### config.mk
export PLATFORM = sky130hd
export DESIGN_NAME = pipe_ctrl_decoder
export DESIGN_NICKNAME = d
export VERILOG_FILES = /design/src/rtl/pipe_ctrl_decoder.sv
export SDC_FILE = /design/constraint.sdc
export NUM_CORES = 1
export LEC_CHECK = 0
export ABC_AREA = 1
export CAP_MARGIN = 10
export CORE_ASPECT_RATIO = 1.25
export CORE_MARGIN = 2
export CORE_UTILIZATION = 41
export DETAILED_ROUTE_END_ITERATION = 8
export PLACE_DENSITY = 0.84
export SLEW_MARGIN = 5
export SYNTH_ARGS = -nofsm -noshare
export SYNTH_HDL_FRONTEND = slang
export SYNTH_SLANG_ARGS = --single-unit
### constraint.sdc
create_clock -name clk -period 1.4 [get_ports clk]
set_input_delay 0.42 -clock clk [delete_from_list [all_inputs] [get_ports clk]]
set_output_delay 0.42 -clock clk [all_outputs]
set_load 0.01 [all_outputs]
### src/rtl/pipe_ctrl_decoder.sv
// rtl/pipe_ctrl_decoder.sv - registered ID->EX control decoder with mult/div busy tracking
module pipe_ctrl_decoder #(
  parameter int MULT_CYCLES = 5,
  parameter int DIV_CYCLES  = 10,
  parameter int CNT_W       = 4
) (
  input  logic        clk,
  input  logic        reset,
  input  logic        id_valid,
  input  logic [31:0] id_instr,
  input  logic        stall_in,
  input  logic        flush,
  output logic        id_ready,
  output logic        ex_valid,
  output logic        ex_branch,
  output logic [1:0]  ex_br,
  output logic        ex_bne,
  output logic [1:0]  ex_regin,
  output logic        ex_regwr,
  output logic [1:0]  ex_extop,
  output logic        ex_alusrc,
  output logic [3:0]  ex_aluop,
  output logic        ex_memwr,
  output logic [1:0]  ex_toreg,
  output logic        ex_cp0wr,
  output logic        ex_ri,
  output logic        md_start,
  output logic [1:0]  md_op,
  output logic        md_busy,
  output logic        md_done
);

  typedef struct packed {
    logic       valid;
    logic       branch;
    logic [1:0] br;
    logic       bne;
    logic [1:0] regin;
    logic       regwr;
    logic [1:0] extop;
    logic       alusrc;
    logic [3:0] aluop;
    logic       memwr;
    logic [1:0] toreg;
    logic       cp0wr;
    logic       ri;
  } ctrl_t;

  ctrl_t            dec, ex_d, ex_q;
  logic             dec_md, dec_hilo;
  logic [5:0]       op, funct;
  logic [4:0]       rs;
  logic [CNT_W-1:0] cnt_d, cnt_q;
  logic             md_start_d, md_start_q;
  logic [1:0]       md_op_d, md_op_q;
  logic             md_hazard, id_stall;

  assign op    = id_instr[31:26];
  assign rs    = id_instr[25:21];
  assign funct = id_instr[5:0];

  always_comb begin
    dec      = '0;
    dec.valid = 1'b1;
    dec_md   = 1'b0;
    dec_hilo = 1'b0;
    case (op)
      6'h00: begin
        case (funct)
          // sll with an all-zero word is the canonical nop: keep it valid but non-writing
          6'h00: begin dec.regin = 2'd1; dec.regwr = |id_instr; dec.aluop = 4'd8; end
          6'h08: begin dec.branch = 1'b1; dec.br = 2'd2; end
          6'h09: begin dec.branch = 1'b1; dec.br = 2'd2; dec.regin = 2'd1; dec.regwr = 1'b1; dec.toreg = 2'd2; end
          6'h10, 6'h12: begin dec.regin = 2'd1; dec.regwr = 1'b1; dec.toreg = 2'd3; dec_hilo = 1'b1; end
          6'h11, 6'h13: dec_hilo = 1'b1;
          6'h18, 6'h19, 6'h1A, 6'h1B: dec_md = 1'b1;
          6'h21: begin dec.regin = 2'd1; dec.regwr = 1'b1; dec.aluop = 4'd0; end
          6'h23: begin dec.regin = 2'd1; dec.regwr = 1'b1; dec.aluop = 4'd1; end
          6'h24: begin dec.regin = 2'd1; dec.regwr = 1'b1; dec.aluop = 4'd3; end
          6'h25: begin dec.regin = 2'd1; dec.regwr = 1'b1; dec.aluop = 4'd2; end
          6'h26: begin dec.regin = 2'd1; dec.regwr = 1'b1; dec.aluop = 4'd4; end
          6'h27: begin dec.regin = 2'd1; dec.regwr = 1'b1; dec.aluop = 4'd5; end
          6'h2A: begin dec.regin = 2'd1; dec.regwr = 1'b1; dec.aluop = 4'd6; end
          6'h2B: begin dec.regin = 2'd1; dec.regwr = 1'b1; dec.aluop = 4'd7; end
          default: dec.ri = 1'b1;
        endcase
      end
      6'h02: begin dec.branch = 1'b1; dec.br = 2'd1; end
      6'h03: begin dec.branch = 1'b1; dec.br = 2'd1; dec.regin = 2'd2; dec.regwr = 1'b1; dec.toreg = 2'd2; end
      6'h04: begin dec.branch = 1'b1; dec.extop = 2'd1; dec.aluop = 4'd1; end
      6'h05: begin dec.branch = 1'b1; dec.bne = 1'b1; dec.extop = 2'd1; dec.aluop = 4'd1; end
      6'h09: begin dec.regwr = 1'b1; dec.extop = 2'd1; dec.alusrc = 1'b1; dec.aluop = 4'd0; end
      6'h0C: begin dec.regwr = 1'b1; dec.alusrc = 1'b1; dec.aluop = 4'd3; end
      6'h0D: begin dec.regwr = 1'b1; dec.alusrc = 1'b1; dec.aluop = 4'd2; end
      6'h0F: begin dec.regwr = 1'b1; dec.extop = 2'd2; dec.alusrc = 1'b1; dec.aluop = 4'd0; end
      6'h23: begin dec.regwr = 1'b1; dec.extop = 2'd1; dec.alusrc = 1'b1; dec.toreg = 2'd1; end
      6'h2B: begin dec.memwr = 1'b1; dec.extop = 2'd1; dec.alusrc = 1'b1; end
      6'h10: begin
        if (rs == 5'h00) begin
          dec.regwr = 1'b1;
          dec.toreg = 2'd1;
        end else if (rs == 5'h04) begin
          dec.cp0wr = 1'b1;
        end else if (rs == 5'h10 && funct == 6'h18) begin
          dec.branch = 1'b1;
          dec.br     = 2'd3;
        end else begin
          dec.ri = 1'b1;
        end
      end
      default: dec.ri = 1'b1;
    endcase
  end

  assign md_busy   = (cnt_q != '0);
  assign md_done   = (cnt_q == CNT_W'(1));
  assign md_hazard = md_busy & id_valid & (dec_md | dec_hilo);
  assign id_stall  = stall_in | md_hazard;
  assign id_ready  = ~id_stall;

  always_comb begin
    ex_d       = '0;
    md_start_d = 1'b0;
    md_op_d    = md_op_q;
    cnt_d      = cnt_q;
    if (!flush && !id_stall && id_valid) begin
      ex_d       = dec;
      md_start_d = dec_md;
    end
    // an in-flight operation is never aborted by flush; only reset clears the counter
    if (md_start_d) begin
      md_op_d = funct[1:0];
      cnt_d   = funct[1] ? CNT_W'(DIV_CYCLES) : CNT_W'(MULT_CYCLES);
    end else if (cnt_q != '0) begin
      cnt_d = cnt_q - CNT_W'(1);
    end
  end

  always_ff @(posedge clk or negedge reset) begin
    if (!reset) begin
      ex_q       <= '0;
      cnt_q      <= '0;
      md_start_q <= 1'b0;
      md_op_q    <= 2'd0;
    end else begin
      ex_q       <= ex_d;
      cnt_q      <= cnt_d;
      md_start_q <= md_start_d;
      md_op_q    <= md_op_d;
    end
  end

  assign ex_valid  = ex_q.valid;
  assign ex_branch = ex_q.branch;
  assign ex_br     = ex_q.br;
  assign ex_bne    = ex_q.bne;
  assign ex_regin  = ex_q.regin;
  assign ex_regwr  = ex_q.regwr;
  assign ex_extop  = ex_q.extop;
  assign ex_alusrc = ex_q.alusrc;
  assign ex_aluop  = ex_q.aluop;
  assign ex_memwr  = ex_q.memwr;
  assign ex_toreg  = ex_q.toreg;
  assign ex_cp0wr  = ex_q.cp0wr;
  assign ex_ri     = ex_q.ri;
  assign md_start  = md_start_q;
  assign md_op     = md_op_q;

endmodule

### After elaboration in Yosys (flattened, before gate mapping)

Cells that the tools add are included.
Widths: inputs -> output; s select.

| operators by class | value |
|---|---|
| muxes and demuxes | 35 |
| bitwise logic cells | 5 |
| reductions and logical operators | 24 |
| add/subtract/negate cells | 1 |
| eq/ne operators | 32 |

Operators with widths:

| cell | count |
|---|---|
| $eq 6x6->1 const B | 10 |
| $eq 6x5->1 const B | 9 |
| $eq 6x4->1 const B | 6 |
| $pmux 4 s8 | 1 |
| $reduce_or 32->1 | 1 |
| $mux 20 | 1 |
| $reduce_or 19->1 | 1 |
| $pmux 2 s2 | 4 |
| $pmux 4 s4 | 1 |
| $mux 1 | 15 |
| $eq 6x2->1 const B | 2 |
| $eq 6x3->1 const B | 2 |
| $logic_not 6->1 | 2 |
| $mux 3 | 4 |
| $mux 4 | 3 |
| $reduce_or 4->1 | 3 |
| $reduce_or 6->1 | 2 |
| $reduce_or 11->1 | 1 |
| $reduce_or 10->1 | 1 |
| $pmux 1 s3 | 3 |
| $pmux 2 s4 | 1 |
| $reduce_or 2->1 | 4 |
| $pmux 2 s3 | 1 |
| $eq 5x3->1 const B | 1 |
| other kinds (13) | 18 |

| storage, ports and cells | value |
|---|---|
| output and inout port bits | 26 |
| register bits | 27 |
| word-level logic and storage cells | 113 |
| bits of input ports | 37 |

### Longest topological paths before layout

Gate-level depths: netlist (run 1).

| depth | value |
|---|---|
| word-level depth | 12 |
| depth in mapped cells | 11 |
| mapped depth without buffers | 10 |

### Least setup slack after synthesis (run 1)

Ideal clock, no wire load.

| timing path | value |
|---|---|
| path type | register to register |
| start | register cnt_q[0] |
| end | register md_op_q[0] (netlist: md_op[0]) |
| library setup time | 0.119 ns |
| path buffers | 0 |
| setup slack | -0.153 ns |
| data arrival time | 1.434 ns |
| required time | 1.281 ns |
| stages on the path, launching flop included | 10 |
| clock period less this slack | 1.553 ns |
| cells stage by stage | dfrtp_1 inv_1 ha_1 nand3_2 nand2_1 nand4_4 nor2_8 inv_4 nand2_1 o21ai_2 |

| between the ends | value |
|---|---|
| cells in the longest elaborated chain, start to end | 8 |

RTL lines:

| element | RTL line | RTL |
|---|---|---|
| from (decl) | 53 | `logic [CNT_W-1:0] cnt_d, cnt_q;` |
| from (signal assigned) | 147 | `cnt_q <= cnt_d;` |
| $reduce_bool 4->1 | 115 | `assign md_busy = (cnt_q != '0);` |
| via md_busy | 29 | `output logic md_busy,` |
| $and 1x1->1 (2 in series) | 117 | `assign md_hazard = md_busy & id_valid & (dec_md \| dec_hilo);` |
| $or 1x1->1 | 118 | `assign id_stall = stall_in \| md_hazard;` |
| $logic_not 1->1 | 126 | `if (!flush && !id_stall && id_valid) begin` |
| $logic_and 1x1->1 (2 in series) | 126 |  |
| $mux 1 | 126 |  |
| via md_start_d | 54 | `logic md_start_d, md_start_q;` |
| to (signal assigned) | 149 | `md_op_q <= md_op_d;` |
| to (decl) | 55 | `logic [1:0] md_op_d, md_op_q;` |

The timed path passes the listed nets, and every way through them passes these cells.
A chain may end at the register's enable or synchronous reset.

### Final worst setup path (run 1)

| timing path | value |
|---|---|
| start | register cnt_q[1] |
| end | register md_op_q[0] (netlist: md_op[0]) |

| between the ends | value |
|---|---|
| cells in the longest elaborated chain, start to end | 8 |

RTL lines:

| element | RTL line |
|---|---|
| $reduce_bool 4->1 | 115 |
| $and 1x1->1 (2 in series) | 117 |
| $or 1x1->1 | 118 |
| $logic_not 1->1 | 126 |
| $logic_and 1x1->1 (2 in series) | 126 |
| $mux 1 | 126 |
| via md_start_d | 54 |

The timed path passes the listed nets, and every way through them passes these cells.

==> results of run 1 <==
[flip-flops by register name, summed over array words and instances, names as in the netlist]
signal	cells
ex_br	2
ex_alusrc	1
cnt_q	4
ex_branch	1
ex_regwr	1
ex_toreg	2
md_start	1
ex_ri	1
md_op	2
ex_regin	2
ex_aluop	4
ex_cp0wr	1
ex_valid	1
ex_memwr	1
ex_extop	2
ex_bne	1
[layout make-up]
| cell class | count | area (sq um) | area share [%] |
|---|---|---|---|
| clock buffers | 3 | 41.3 | 1.26 |
| repair buffers | 134 | 1180 | 36.1 |
| clock inverters | 1 | 5.00 | 0.153 |
| flip-flops and latches | 27 | 676 | 20.7 |
| inverters | 36 | 148 | 4.52 |
| well taps | 56 | 70.1 | 2.14 |
| multi-input cells | 172 | 1150 | 35.1 |
[layer usage]
metal | track usage (%) | up-vias | routed length, um
met3 | 2.35 | 29 | 438
li1 | - | 1037 | -
met1 | 30.8 | 1067 | 2420
met4 | 10.9 | 0 | 221
met5 | 0 | - | 0
met2 | 52.2 | 146 | 3580
[worst min-delay path by stage]
| stage | end | slack, ns |
|---|---|---|
| floorplan | cnt_q[0] | 0.12 |
| global route | cnt_q[3] | 0.50 |
| detailed placement | md_op[0] | 0.47 |
| finish | cnt_q[3] | 0.49 |
| global placement | md_op[0] | 0.47 |
| CTS | md_op[0] | 0.49 |
[layout by cell type, fill, tap and decap left out, types with 2 or more instances in the layout]
cell	instances
o21ai_1	2
nand3_1	21
nor2_2	9
a21oi_1	2
xor2_1	2
inv_2	10
a21oi_2	6
dlygate4sd2_1	26
clkbuf_8	3
dfrtp_1	27
nand2_1	32
nand4_1	5
buf_4	56
nor2_4	8
nand3_2	4
buf_6	16
buf_2	7
o21ai_0	4
nor3_2	5
a31oi_4	2
ha_4	2
o21ai_2	2
nor3_4	3
nand2_4	4
nor2_1	35
inv_1	22
clkdlybuf4s50_1	21
buf_12	2
nor3_1	3
inv_4	3
nand2_2	11
clkdlybuf4s15_2	4
nand3_4	2
[kinds of logic (layout without fill, tap and decap cells)]
group,count (synthesis),count (layout),share of synthesized area (%)
flip-flops,27,27,38.4
adder cells (fa/ha/maj),2,2,1.42
AO/OA/AOI/OAI,22,22,9.25
XOR/XNOR,2,2,0.997
AND/OR/NAND/NOR,146,146,40.9
buffers and inverters,38,174,9.04
[stage by stage]
stage	hold WS, ns	setup WS [ns]	power [mW]	setup TNS, ns
after detailed placement	0.471	-0.930	1.82	-16.74
after global routing	0.498	-0.379	2.62	-6.93
after floorplan	0.124	0.000103	1.33	0
final	0.495	-0.342	2.49	-5.60
after CTS	0.493	-0.293	2.41	-3.05
after global placement	0.466	-0.922	1.78	-16.35
[worst max-delay path: cells and delay by family, from the launching register on]
family,cells,cell delay (ns)
compound gates,1,0.05
flops,1,0.41
buf+inv,4,0.42
fa+ha+maj,1,0.15
simple gates,5,0.61
[power groups by stage]
stage	registers [mW]	logic (mW)	clock network [mW]
3_5_place_dp	0.889	0.934	0
2_1_floorplan	0.888	0.446	0
4_1_cts	0.871	1.10	0.435
3_3_place_gp	0.885	0.895	0
5_1_grt	0.878	1.27	0.470
6_report	0.875	1.18	0.436
[what timing repair did]
action | 4_1_cts | 5_1_grt
setup endpoints to repair | 53 | 33
setup buffers | 10 | 6
gates resized for setup | 143 | 15
pin swaps | 24 | 9
hold endpoints to repair | 0 | 0
==> out/qor.yml, run 1 <==
worst_setup_path:
  rr_endpoint: "md_op[0]"
  cp-end-kind: "flip-flop"
  critPathMaxFanout: 5
  max_stage_delay_ns: 0.41
  crit_chain: "inv_2 -> ha_4 -> nand3_4 -> buf_6 -> buf_6 -> nand2_4 -> nand4_4 -> nor2_8 -> inv_4 -> nand2_2 -> o21ai_2"
  cp.required_ns: 1.57
  r2r_setup_slack_ns: -0.34
  crit_start: "cnt_q[1]"
  r2r-start: "cnt_q[1]"
  start_kind: "flip-flop"
  cp.arrival_ns: 1.91
  critPathSlowestCell: "dfrtp_1"
  endpoint: "md_op[0]"
  reg2reg_depth: 11
  cp_common_cell: "buf_6"
  crit_type: "flip-flop to flip-flop"
yosys:
  synthFlopType: "dfrtp_1"
  yosysSeqAreaShare_pct: 38.4
  synth_common_cells: "nor2_1, nand2_1, inv_1, dfrtp_1, nand3_1"
  syn-num-nets: 276
  synth_area_leader_cell: "dfrtp_1"
  synth.area.top_cells: "dfrtp_1, nor2_1, nand2_1, nand3_1, inv_1"
  synth-warning-count: 0
  synth_top_area_share_pct: 38.4
  yosys.cell_count.top_type: "nor2_1"
  netlist_area_sq_um: 1760
  syn_avg_cell_area_sq_um: 7.42
  synth.distinct_cells: 35
  synth_edf_count: 0
  syn_inst: 237
  ys_ff_latch: 27
  async_flop_share_pct: 100
timing:
  finalClockSkew_ns: 0.00220
  hold_viol_final: 0
  grt_setup_unrepaired: "yes"
  fin_ws_ns: -0.342
  fmax_mhz: 574
  setup_viol: 29
  slew_headroom_pct: 74.3
  tightest_slew_ns: 0.381
  min_period_over_period_pct: 124
  fin_crit_ns: 1.74
  slew_violations: 0
layout:
  drive_above_1_share_pct: 44.2
  stdcell_area_sq_um: 3270
  diodes: 0
  final_util_pct: 79.8
  syn2layout_area_growth_pct: 86.0
  final-instance-count-excl-fill: 429
  fillCellCount: 266
  nets: 413
outcome:
  violations: "setup timing"
  status: "finished, violations left"
drt:
  drt_iter0_drc: 145
  firstDrtPassIters: 5
  via_count: 2279
  ant_nets: 0
  viasPerCell: 5.31
  route.detailed.drc: 0
  route.detailed.wl_per_inst_um: 15.5
  finalWirelength_um: 6660
hold_path:
  min_path_type: "primary input to asynchronous set/reset pin"
power:
  power.share.sequential_pct: 35.1
  clockPowerShare_pct: 17.5
  p_sw_share_pct: 34.0
  power_leakage_nw: 1.73
  powerDensity_nw_per_um2: 761
  p_int_mw: 1.64
  ir_worst_vdd_mv: 0.402
  p_sw_mw: 0.845
  pwr-share-comb_pct: 47.3
place:
  gp_congestion: 0.968
  dpl_cell_area_sq_um: 2900
  post-dp-hpwl_um: 3980
  dp.cells: 409
  io_buffers: 62
clock_network:
  path_clk_slew_ns: 0.09
  h-tree-depth: 1
  cts_tree: "yes"
  clk_path_buf_depth: 2
  clock-sinks: 27
  numCtsBuffers: 3
  holdBufCountCts: 0
  cts_root_buffer: "clkbuf_8"
  clk_latency_ns: 0.27
global_routing:
  grt_start_max_net_pins: 28
  grt_overflow: 0
  antenna_found_initial: 0
  grt_pass1_wl_um: 10400
  track_usage_pct: 27.3
  grt_pass1_vias: 2316
floorplan:
  rows: 26
  coreArea_sq_um: 4100
  die_w_um: 62.6
  start_util_pct: 42.9
  die_y_um: 77.2
  die-area_sq_um: 4830
  io_pins: 63
run:
  max_cap_viol_count: 0
Power figures use the tool's default switching activity.
==> run 2, diff against run 1 <==
CTS_CLUSTER_DIAMETER = 150   (was default)
==> results of run 2 <==
No change in the layout: final DEF, timing and power equal those of run 1.
==> run 3, diff against run 2 <==
CORE_UTILIZATION = 45   (was 41)
MAX_ROUTING_LAYER = met4   (was default)
PLACE_DENSITY = 0.87   (was 0.84)
TNS_END_PERCENT = 100   (was default)
clock period = 1.9 ns   (was 1.4 ns; I/O delays follow)
==> out/qor.yml, run 3 (synthesis gave the netlist of run 1 again) <==
global_routing:
  grt_start_max_net_pins: 28
  grt_pass1_vias: 1991
  antenna_found_initial: 0
  track_usage_pct: 26.5
  grt_overflow: 0
  grt_pass1_wl_um: 8700
hold_path:
  min_path_type: "flip-flop to flip-flop"
timing:
  setup_viol: 1
  whs_ns: 0.495
  finalClockSkew_ns: 0.00678
  tightest_slew_ns: 0.330
  fin_setup_tns_ns: -0.0978
  slew_headroom_pct: 78.0
  slew_violations: 0
  min_period_over_period_pct: 105
  fin_ws_ns: -0.0978
  fmax_mhz: 501
  hold_viol_final: 0
  fin_crit_ns: 2.00
  grt_setup_unrepaired: "yes"
worst_setup_path:
  crit_type: "primary input to output port"
  cp-end-kind: "output port"
  max_stage_delay_ns: 0.29
  path_delay_family: "buffers and inverters"
  critPathMaxFanout: 2
  cp_num_buf_inv: 2
  crit_chain: "clkdlybuf4s15_2 -> nand2_4 -> nor3_4 -> a31oi_4 -> buf_6"
  cp.required_ns: 1.33
  start_kind: "primary input"
  cp.arrival_ns: 1.43
  critPathSlowestCell: "nor3_4"
clock_network:
  cts_tree: "yes"
  clk_latency_ns: 0.27
  path_clk_slew_ns: 0.09
  h-tree-depth: 1
  clk_path_buf_depth: 2
  holdBufCountCts: 0
  numCtsBuffers: 3
  cts_root_buffer: "clkbuf_8"
  clock-sinks: 27
drt:
  firstDrtPassIters: 5
  viasPerCell: 5.20
  route.detailed.drc: 0
  via_count: 2086
  finalWirelength_um: 5610
  route.detailed.wl_per_inst_um: 14.0
  ant_nets: 0
  drt_iter0_drc: 106
floorplan:
  die-area_sq_um: 4430
  start_util_pct: 46.8
  rows: 25
  coreArea_sq_um: 3750
  die_y_um: 73.9
  io_pins: 63
  die_w_um: 59.9
layout:
  syn2layout_area_growth_pct: 69.3
  mostFrequentLayoutCell: "buf_4"
  fillCellCount: 235
  diodes: 0
  mostFrequentLayoutCells: "buf_4, nor2_1, clkdlybuf4s50_1"
  nets: 401
  drive_above_1_share_pct: 29.6
power:
  power_leakage_nw: 1.51
  powerDensity_nw_per_um2: 587
  ir_worst_vdd_mv: 0.344
outcome:
  status: "finished, violations left"
  violations: "setup timing"
run:
  max_cap_viol_count: 0
place:
  io_buffers: 62
  post-dp-hpwl_um: 3940
  gp_congestion: 0.871
-- run 3: cell types whose count changed in the layout (fill, tap and decap cells not counted), moves of 4 or more --
cell,previous run,this run
inv_1,22,29
inv_2,10,5
nand2_2,11,1
buf_6,16,3
nor2_2,9,3
nand3_2,4,0
buf_2,7,2
clkdlybuf4s50_1,21,46
nand2_1,32,45
nand3_1,21,25
nor2_1,35,46
nor2_4,8,3
dlygate4sd2_1,26,2
-- run 3: cell type report --
| class | count | area, sq um | share of cell area (%) |
|---|---|---|---|
| well taps | 40 | 50.0 | 1.68 |
| inverters | 36 | 143 | 4.79 |
| repair buffers | 122 | 1090 | 36.5 |
| multi-input cells | 172 | 972 | 32.7 |
| clock inverters | 1 | 7.51 | 0.252 |
| flip-flops and latches | 27 | 676 | 22.7 |
| clock buffers | 3 | 41.3 | 1.39 |
-- run 3: power by group --
group          switching [mW]  internal, mW
Clock                   0.178         0.149
Combinational           0.384         0.390
Sequential             0.0270         0.621
Total                   0.589          1.16
-- run 3: what timing repair did --
action | CTS | global route
setup endpoints to repair | 15 | 13
gates cloned | 0 | 0
pin swaps | 8 | 3
gates resized for setup | 47 | 12
buffers inserted | 3 | 3
-- run 3: worst paths after layout --
path	slack (ns)	startpoint	depth (start not counted)	to
setup reg to reg	0.01	cnt_q[0]	10	cnt_q[0]
hold / removal	0.50	md_op[0]	2	md_op[0]
setup / recovery	-0.1	id_instr[4]	5	id_ready
max in group asynchronous	0.96	reset	2	ex_aluop[0]
min in group asynchronous	0.68	reset	2	md_op[0]
hold reg to reg	0.50	md_op[0]	2	md_op[0]
-- run 3: worst register-to-register path, stage by stage (launching register included) --
cell     delay (ns)
dfrtp_1        0.41
inv_2          0.09
ha_4           0.16
nand3_4        0.11
buf_6          0.14
buf_4          0.15
nand2_1        0.10
nand4_4        0.15
nor2_8         0.20
nand2_1        0.13
o21ai_1        0.16
-- run 3: per-stage QoR --
stage          util [%]  instance area [sq um]  setup WS (ns)  instances  power, mW
2_1_floorplan         -                   1760          0.222        237      0.935
3_3_place_gp       75.4                   2830         -0.680        391       1.26
6_report           79.3                   2980        -0.0978        401       1.75
3_5_place_dp       75.4                   2830         -0.694        391       1.31
5_1_grt            79.3                   2980         -0.143        401       1.83
4_1_cts            77.8                   2920       -0.00411        398       1.71
-- run 3: metal layers --
layer,GRT usage (%),up-vias,routed length [um]
li1,-,1010,-
met1,30.7,925,2020
met2,46.5,122,3050
met3,1.06,29,352
met4,11.9,0,193
met5,-,-,0
